$ cat src/rtl/or_accum_pkg.sv
// Shared types and width helpers for the OR burst accumulator
// and neighbouring gate-result consumers.
package or_accum_pkg;

  typedef enum logic {ACCUM, HOLD} state_t;

  function automatic int ones_w(input int width);
    return $clog2(width + 1);
  endfunction

  function automatic int words_w(input int len);
    return $clog2(len + 1);
  endfunction

endpackage

$ cat src/rtl/popcount_n.sv
// Parametric combinational popcount of an N-bit word.
// Result width is wide enough to hold N itself.
module popcount_n
  import or_accum_pkg::*;
#(
  parameter int N = 4
) (
  input  logic [N-1:0]         in_word,
  output logic [ones_w(N)-1:0] ones
);

  localparam int W = ones_w(N);

  always_comb begin
    ones = '0;
    for (int i = 0; i < N; i++) begin
      ones = ones + W'(in_word[i]);
    end
  end

endmodule

$ cat src/rtl/or_burst_accum.sv
// Sticky OR accumulator over a burst of F words, with
// valid/ready in and out and per-burst summary statistics.
module or_burst_accum
  import or_accum_pkg::*;
#(
  parameter int n   = 4,
  parameter int LEN = 4
) (
  input  logic                     clk,
  input  logic                     rst,
  input  logic                     clr,
  input  logic                     in_valid,
  output logic                     in_ready,
  input  logic [n-1:0]             F_in,
  input  logic                     in_last,
  output logic                     out_valid,
  input  logic                     out_ready,
  output logic [n-1:0]             out_mask,
  output logic [ones_w(n)-1:0]     out_ones,
  output logic [words_w(LEN)-1:0]  out_words,
  output logic                     out_all
);

  localparam int CW = words_w(LEN);

  state_t          state_q, state_d;
  logic [n-1:0]    mask_q, mask_d;
  logic [CW-1:0]   count_q, count_d;
  logic            hold;

  assign hold = (state_q == HOLD);

  always_comb begin
    state_d = state_q;
    mask_d  = mask_q;
    count_d = count_q;
    unique case (state_q)
      ACCUM: begin
        // clr wins over a word presented in the same cycle
        if (clr) begin
          mask_d  = '0;
          count_d = '0;
        end else if (in_valid) begin
          mask_d  = mask_q | F_in;
          count_d = count_q + CW'(1);
          if (count_q == CW'(LEN - 1) || in_last) begin
            state_d = HOLD;
          end
        end
      end
      HOLD: begin
        if (clr || out_ready) begin
          mask_d  = '0;
          count_d = '0;
          state_d = ACCUM;
        end
      end
      default: ;
    endcase
  end

  always_ff @(posedge clk or posedge rst) begin
    if (rst) begin
      state_q <= ACCUM;
      mask_q  <= '0;
      count_q <= '0;
    end else begin
      state_q <= state_d;
      mask_q  <= mask_d;
      count_q <= count_d;
    end
  end

  // rst gates in_ready directly since the reset state is ACCUM
  assign in_ready  = ~rst & ~hold;
  assign out_valid = hold;
  assign out_mask  = hold ? mask_q : '0;
  assign out_words = hold ? count_q : '0;
  assign out_all   = hold & (&mask_q);

  popcount_n #(
    .N (n)
  ) u_popcount (
    .in_word (out_mask),
    .ones    (out_ones)
  );

endmodule

$ cat config.mk
export PLATFORM = sky130hd
export DESIGN_NAME = or_burst_accum
export DESIGN_NICKNAME = d
export VERILOG_FILES = /design/src/rtl/or_accum_pkg.sv /design/src/rtl/popcount_n.sv /design/src/rtl/or_burst_accum.sv
export SDC_FILE = /design/constraint.sdc
export NUM_CORES = 1
export LEC_CHECK = 0
export ABC_AREA = 0
export CAP_MARGIN = 20
export CORE_UTILIZATION = 40
export DETAILED_ROUTE_END_ITERATION = 16
export HOLD_SLACK_MARGIN = 0.08
export PLACE_DENSITY = 0.75
export SYNTH_ARGS = -nofsm -noshare
export SYNTH_HDL_FRONTEND = slang
export SYNTH_HIERARCHICAL = 1
export SYNTH_SLANG_ARGS = --single-unit
$ cat constraint.sdc
create_clock -name clk -period 3.8 [get_ports clk]
set_input_delay 0.38 -clock clk [delete_from_list [all_inputs] [get_ports clk]]
set_output_delay 0.38 -clock clk [all_outputs]
set_load 0.02 [all_outputs]
# --- Word-level counts from Yosys, hierarchy flattened ---
# Cells that the tools add are included.
# W data, S select, Z words.
word_totals:
  rom_bits: 0
  output_inout_bits: 13
  ff_bits: 8
  wordCells: 34
  latch_bits: 0
  ramBits: 0
  inputBits: 10
  mem_count: 0
classes:
  n_mul: 0
  n_eq_ne: 3
  reduce_logical: 4
  n_addsub: 4
  div_mod_pow: 0
  mux: 15
  order_cmp: 0
  n_bitwise: 5
  shifts: 0
op_table:
  columns: ["operator", "count"]
  rows:
  - ["$mux W4", 4]
  - ["$mux W3", 4]
  - ["$pmux W4 S2", 1]
  - ["$add A3 B1 Y3", 2]
  - ["$pmux W3 S2", 1]
  - ["$mux W1", 4]
  - ["$or A4 B4 Y4", 1]
  - ["$reduce_and A4 Y1", 1]
  - ["$add A3 B1 Y3 const B", 1]
  - ["$eq A3 B2 Y1 const B", 1]
  - ["$ne A3 B3 Y1 const B", 1]
  - ["$add A1 B1 Y2", 1]
  - ["$and A1 B1 Y1", 2]
  - ["$logic_or A1 B1 Y1", 2]
  - ["$ne A2 B1 Y1 const B", 1]
  - ["$not A1 Y1", 2]
  - ["$pmux W1 S2", 1]
  - ["$reduce_and A2 Y1", 1]

# --- Logic depth before layout (Yosys ltp) ---
# Gate-level depths: netlist of run 1.
logic_depth:
  depth_word: 6
  ltp_mapped: 7
  depth_no_buf: 6

# --- Cells and area by module ---
# Netlist of run 1, hierarchy kept.
modules_own_cells:
  columns: ["module", "n_inst", "seq_area_each_um2", "cells_per_inst", "area_each_um2"]
  rows:
  - ["or_burst_accum", 1, 200.2, 48, 462.9]
  - ["popcount_n", 1, 0.0, 8, 63.8]

# --- Worst setup path before layout of run 1 ---
# OpenSTA, ideal clock, no wires.
synth_timing:
  path_type: "register -> output"
  from: "register state_q, in the netlist out_valid"
  to: "output port out_ones[1]"
  arrival_ns: 2.175
  path_buffers: 1
  required_time_ns: 3.420
  path_stages_with_launch: 8
  slack_ns: 1.245
  cell_sequence: "dfrtp_1 buf_4 and2_1 inv_1 fa_1 inv_1 ha_1 ha_1"
synth_via:
  elab_chain_len: 4
synth_lines:
  columns: ["item", "line", "rtl"]
  rows:
  - ["start: declaration", "or_burst_accum.sv:26", "state_t state_q, state_d;"]
  - ["start signal: assignment", "or_burst_accum.sv:68", "state_q <= state_d;"]
  - ["$mux W4", "or_burst_accum.sv:77", "assign out_mask = hold ? mask_q : '0;"]
  - ["net out_mask[0]", "or_burst_accum.sv:18", "output logic [n-1:0] out_mask,"]
  - ["$add A1 B1 Y2", "popcount_n.sv:17", "ones = ones + W'(in_word[i]);"]
  - ["$add A3 B1 Y3 (2 in series)", "popcount_n.sv:17", null]
  - ["end: declaration", "or_burst_accum.sv:19", "output logic [ones_w(n)-1:0] out_ones,"]
# The timed path passes the listed nets, and every way through them passes these cells.

# --- Final worst setup path of run 1 ---
layout_timing:
  from: "register state_q, in the netlist out_valid"
  to: "output port out_ones[1]"
layout_via:
  elab_chain_len: 4
layout_lines:
  columns: ["item", "line"]
  rows:
  - ["$mux W4 *", "or_burst_accum.sv:77"]
  - ["$add A1 B1 Y2", "popcount_n.sv:17"]
  - ["$add A3 B1 Y3", "popcount_n.sv:17"]
  - ["$add A3 B1 Y3 *", "popcount_n.sv:17"]
# Every way passes the cells marked *; elsewhere a longest branch is shown, timed or not.

==> run metrics, run 1 <==
status completed; final period utilization between 80% and 90%; RSZ-0062 raised after global routing false; core area 1170 µm²; part of the Yosys area used for sequential elements between 30% and 40%; worst r2r dst count_q[2]; 1st-iter DRT viols 4; CP Class reg2out; CTS root buffer clkbuf_4; CTS Buffer Depth 2; H-tree depth 1; Psw roughly 60 µW; Port Buffer Count 22; post-route minimum period ~3200 ps; f_max around 320 MHz; number of clock sinks 8; CP startpoint out_valid; WHS between 400 and 500 ps; ant diodes 0; # DRC 0; CP arrival 2790 ps; final hold violations 0; maxcap violations 0; CTS hold repair buffers 0; Initial Utilization ~45%; hpwl dp around 870 µm; Startpoint Class flop; Post-CTS Setup Bufs 0; initial antenna violation count 0; Synth Register Bits 8; Post-Route WL between 1 and 1.5 mm; routed length per instance approximately 12 µm; vias in the first global route around 440; cell internal pwr about 160 µW; Cells after Synth 56; Layout area overhead 47.3%; Rows 12; GRT Total Usage 18.7%; gpl congestion approximately 0.70; PwrDens 277 nW/µm²; sequential share of power a little under half; Reg2Reg Depth 4; YS warnings 6; peak supply drop roughly 220 µV; crit path max fanout 18; Max-slew headroom between 60 and 70%; sw frac roughly 27%; Total Neg Setup Slack 0 ps; # setup viols final 0; clock network fraction of total power between 20 and 30%; Yosys cell types 22; Pleak between 0.3 and 0.4 nW; Clock Latency Late Sink approximately 240 ps; antenna viol nets, final 0; Hold Crit Class in2async; Mapped Nets between 70 and 80; combinational share of power roughly a quarter; CTS Buf Count 3; worst slew pin tran between 400 and 500 ps; mean post-synth cell area between 9 and 10 µm²; # resized after CTS 0; Synth Flop Type dfrtp_1; fraction of layout cells with a size suffix above 1 7.59%; Layout Nets 96; die height between 30 and 40 µm; First-pass DRT Iterations 3; crit end category output port; Die W 38.3 µm; io pins 23; Reg2Reg Launch Point count_q[0]; Post-synth EDFFs 0; die area about 1500 µm²; Slew Limit Fails 0; first-pass GRT wire length roughly 1.9 mm; Clock transition at path regs roughly 60 ps; Post-Syn Area approximately 530 µm²; Data required, critical path 3420 ps; GRT overflow 0; Synth async-reset ratio 100%; Max Clock Skew 1.96 ps; worst reg-to-reg setup slack about 2400 ps; routed via count approximately 480; pin count of the biggest net entering global routing 19; CTS tree built; Via density roughly 5.2
layer usage:
layer	wire length, µm	global-route usage [%]	share of wire (%)
met5	0	0	0
met4	0	8.04	0
met3	53	3.49	4.7
met2	532	29.7	47
met1	537	24.7	48
critical path: stages, from the launching register on:
cell	delay, ps
dfrtp_1	650
and2_1	220
inv_1	60
fa_1	540
inv_1	40
ha_1	170
ha_1	270
clkdlybuf4s50_1	600
worst max-delay path by stage:
| stage | to | slack, ps | cells after the start |
|---|---|---|---|
| floorplan | out_ones[1] | 1250 | 7 |
| CTS | out_ones[1] | 610 | 7 |
| detailed placement | out_ones[1] | 890 | 7 |
| global placement | out_ones[1] | 980 | 7 |
| finish | out_ones[1] | 630 | 7 |
| global route | out_ones[1] | 420 | 7 |
registers in the layout (all words and copies together), names as in the netlist:
name / count
count_q: 3
mask_q: 4
out_valid: 1
cells in the final DEF (no fill, tap or decap), drive strengths merged:
cell type      instances
nor2b                  1
a211o                  1
a211oi                 3
xor2                   1
and2                   7
a21oi                  2
nor2                   7
nand2                  1
o21ai                  1
nand3b                 1
ha                     4
inv                    7
and4                   1
clkbuf                 3
fa                     1
clkdlybuf4s50         22
and2b                  1
dfrtp                  8
nand2b                 3
a22oi                  4
final cells by class:
class / count / area [µm²]
clock buffers: 3 / 22.5
inverters: 7 / 26.3
well taps: 14 / 17.5
flip-flops and latches: 8 / 200
fillers: 118 / 395
repair buffers: 22 / 220
multi-input cells: 39 / 289
cells in the mapped netlist, types with 2 or more instances:
cell | number | area [µm²]
and2_1 | 7 | 43.8
inv_1 | 7 | 26.3
a211oi_1 | 2 | 15.0
dfrtp_1 | 8 | 200
nor2_1 | 7 | 26.3
ha_1 | 4 | 50.1
nand2b_1 | 3 | 18.8
a22oi_1 | 4 | 30.0
per-stage QoR:
| stage | total power [mW] | instance area (µm²) | setup slack (ps) | util (%) | std cells |
|---|---|---|---|---|---|
| floorplan | 0.130 | 527 | 1250 | - | 56 |
| CTS | 0.219 | 776 | 611 | 66.2 | 93 |
| detailed placement | 0.154 | 753 | 891 | 64.3 | 90 |
| global placement | 0.152 | 753 | 978 | 64.3 | 90 |
| global route | 0.233 | 776 | 417 | 66.2 | 93 |
| finish | 0.215 | 776 | 634 | 66.2 | 93 |
logic make-up (layout without fill, tap and decap cells):
kind of cell             Yosys count  in the layout  synth area share, %
AND/OR/NAND/NOR                   22             22                 23.8
adder cells (fa/ha/maj)            5              5                 13.3
buffers and inverters              9             32                 7.13
XOR/XNOR                           1              1                 1.66
AO/OA/AOI/OAI                     11             11                 16.1
flip-flops                         8              8                 38.0
power by group through the flow:
| stage | clock network, mW | logic, mW | registers (mW) |
|---|---|---|---|
| final | 0.0634 | 0.0516 | 0.100 |
| after global routing | 0.0737 | 0.0574 | 0.102 |
| after CTS | 0.0665 | 0.0525 | 0.100 |
| after detailed placement | 0 | 0.0525 | 0.102 |
| after global placement | 0 | 0.0504 | 0.101 |
| after floorplan | 0 | 0.0311 | 0.0992 |
Note: power is estimated with default switching activity, not from simulation.
==> run 2: changes to the inputs <==
--- a/config.mk
+++ b/config.mk
@@ -7,10 +7,10 @@
 export LEC_CHECK = 0
 export ABC_AREA = 0
 export CAP_MARGIN = 20
-export CORE_UTILIZATION = 40
+export CORE_UTILIZATION = 36
 export DETAILED_ROUTE_END_ITERATION = 16
 export HOLD_SLACK_MARGIN = 0.08
-export PLACE_DENSITY = 0.75
+export PLACE_DENSITY = 0.71
 export SYNTH_ARGS = -nofsm -noshare
 export SYNTH_HDL_FRONTEND = slang
 export SYNTH_HIERARCHICAL = 1
==> constraint.sdc (replaced) <==
create_clock -name clk -period 2.7 [get_ports clk]
set_input_delay 0.27 -clock clk [delete_from_list [all_inputs] [get_ports clk]]
set_output_delay 0.27 -clock clk [all_outputs]
set_load 0.02 [all_outputs]
==> run 2 against run 1 <==
Via count fell by 1.9%. Clock-buffer cell count did not move. Clock skew rose by 2.8 ps.
==> run metrics, run 2 (synthesis gave the netlist of run 1 again) <==
Pleak around 0.36 nW; number of clock sinks 8; cell internal pwr between 200 and 250 µW; Initial Utilization about two fifths; Port Buffer Count 22; Rows 13; hpwl dp around 880 µm; io pins 23; GRT overflow 0; gpl congestion approximately 0.73; CTS tree built; CTS hold repair buffers 0; CTS Buffer Depth 2; Startpoint Class flop; Top reg by flops mask_q; Total Neg Setup Slack 0 ps; RSZ-0062 raised after global routing false; status completed; vias in the first global route about 420; Clock transition at path regs ~60 ps; CTS Buf Count 3; worst slew pin tran approximately 360 ps; Slew Limit Fails 0; Post-CTS Setup Bufs 0; # resized after CTS 1; Max-slew headroom about three quarters; H-tree depth 1; final hold violations 0; maxcap violations 0; # DRC 0; Hold Crit Class in2async; f_max between 300 and 400 MHz; peak supply drop between 200 and 300 µV; First-pass DRT Iterations 2; # setup viols final 0; first-pass GRT wire length approximately 1.8 mm; PwrDens 390 nW/µm²; Clock Latency Late Sink 250 ps; sequential share of power 45.1%; Reg2Reg Launch Point count_q[0]; Via density 4.97; worst reg-to-reg setup slack 1310 ps; max FFs per register 4; crit path max fanout 5; CP arrival 2280 ps; clock network fraction of total power ~30%; final period utilization ~94%; routed length per instance between 10 and 15 µm; antenna viol nets, final 0; Post-Route WL roughly 1.1 mm; Layout Nets 97; fraction of layout cells with a size suffix above 1 roughly 9%; Psw ~84 µW; post-route minimum period about 2500 ps; initial antenna violation count 0; Layout area overhead 48.7%; pin count of the biggest net entering global routing 15; Reg2Reg Depth 4; die area between 1500 and 2000 µm²; 1st-iter DRT viols 3; core area ~1300 µm²; commonest cells after routing, fill and taps aside 21 x clkdlybuf4s50_1, 8 x dfrtp_1, 7 x nor2_1, 7 x and2_1, 7 x inv_1; Data required, critical path approximately 2400 ps; combinational share of power between 20 and 30%; GRT Total Usage 17.4%; CP Class reg2out; worst r2r dst count_q[2]; total power between 300 and 400 µW; routed via count 472; commonest non-fill, non-tap cell in the layout clkdlybuf4s50_1; sw frac ~28%; ant diodes 0; crit end category output port; CTS root buffer clkbuf_4; die height approximately 40 µm; Die W between 40 and 50 µm; Max Clock Skew 4.75 ps
-- run 2: power by group through the flow --
| stage | clock, mW | combinational (mW) | sequential [mW] |
|---|---|---|---|
| floorplan | 0 | 0.0438 | 0.140 |
| global placement | 0 | 0.0756 | 0.140 |
| detailed placement | 0 | 0.0770 | 0.140 |
| CTS | 0.0978 | 0.0775 | 0.138 |
| global route | 0.101 | 0.0846 | 0.140 |
| finish | 0.0915 | 0.0763 | 0.138 |
-- run 2: cell type report --
cell class,instances,area (µm²)
timing repair buffer,23,226
sequential,8,200
multi-input combinational,39,289
tap,15,18.8
inverter,7,26.3
clock buffer,3,22.5
fill,136,551
-- run 2: critical path: stages, from the launching register on --
cell and delay, ps:
dfrtp_1 380, and2_1 160, inv_1 60, fa_1 520, inv_1 40, ha_1 170, ha_1 170, clkdlybuf4s50_1 530
-- run 2: how the worst max path moves through the flow --
stage                          from          end  cells past startpoint
after floorplan           out_valid  out_ones[1]                      7
after CTS                 out_valid  out_ones[2]                      7
after global placement    out_valid  out_ones[1]                      7
after detailed placement  out_valid  out_ones[1]                      7
final                     out_valid  out_ones[2]                      7
after global routing      out_valid  out_ones[2]                      7
-- run 2: routing by layer --
layer | up-vias | GRT usage (%) | share of wire, %
li1 | 240 | - | -
met1 | 214 | 20.8 | 47
met2 | 18 | 27.8 | 46
met3 | 0 | 8.33 | 6.7
met4 | 0 | 5.00 | 0
met5 | - | 0 | 0
-- run 2: per-stage QoR --
step	cells	hold slack, ps	util [%]	instance area, µm²	setup slack (ps)
CTS	95	303	58.7	783	127
global route	95	332	58.7	783	20.4
floorplan	56	85.7	-	527	255
detailed placement	92	531	57.1	762	260
global placement	92	526	57.1	762	307
finish	95	294	58.7	783	150
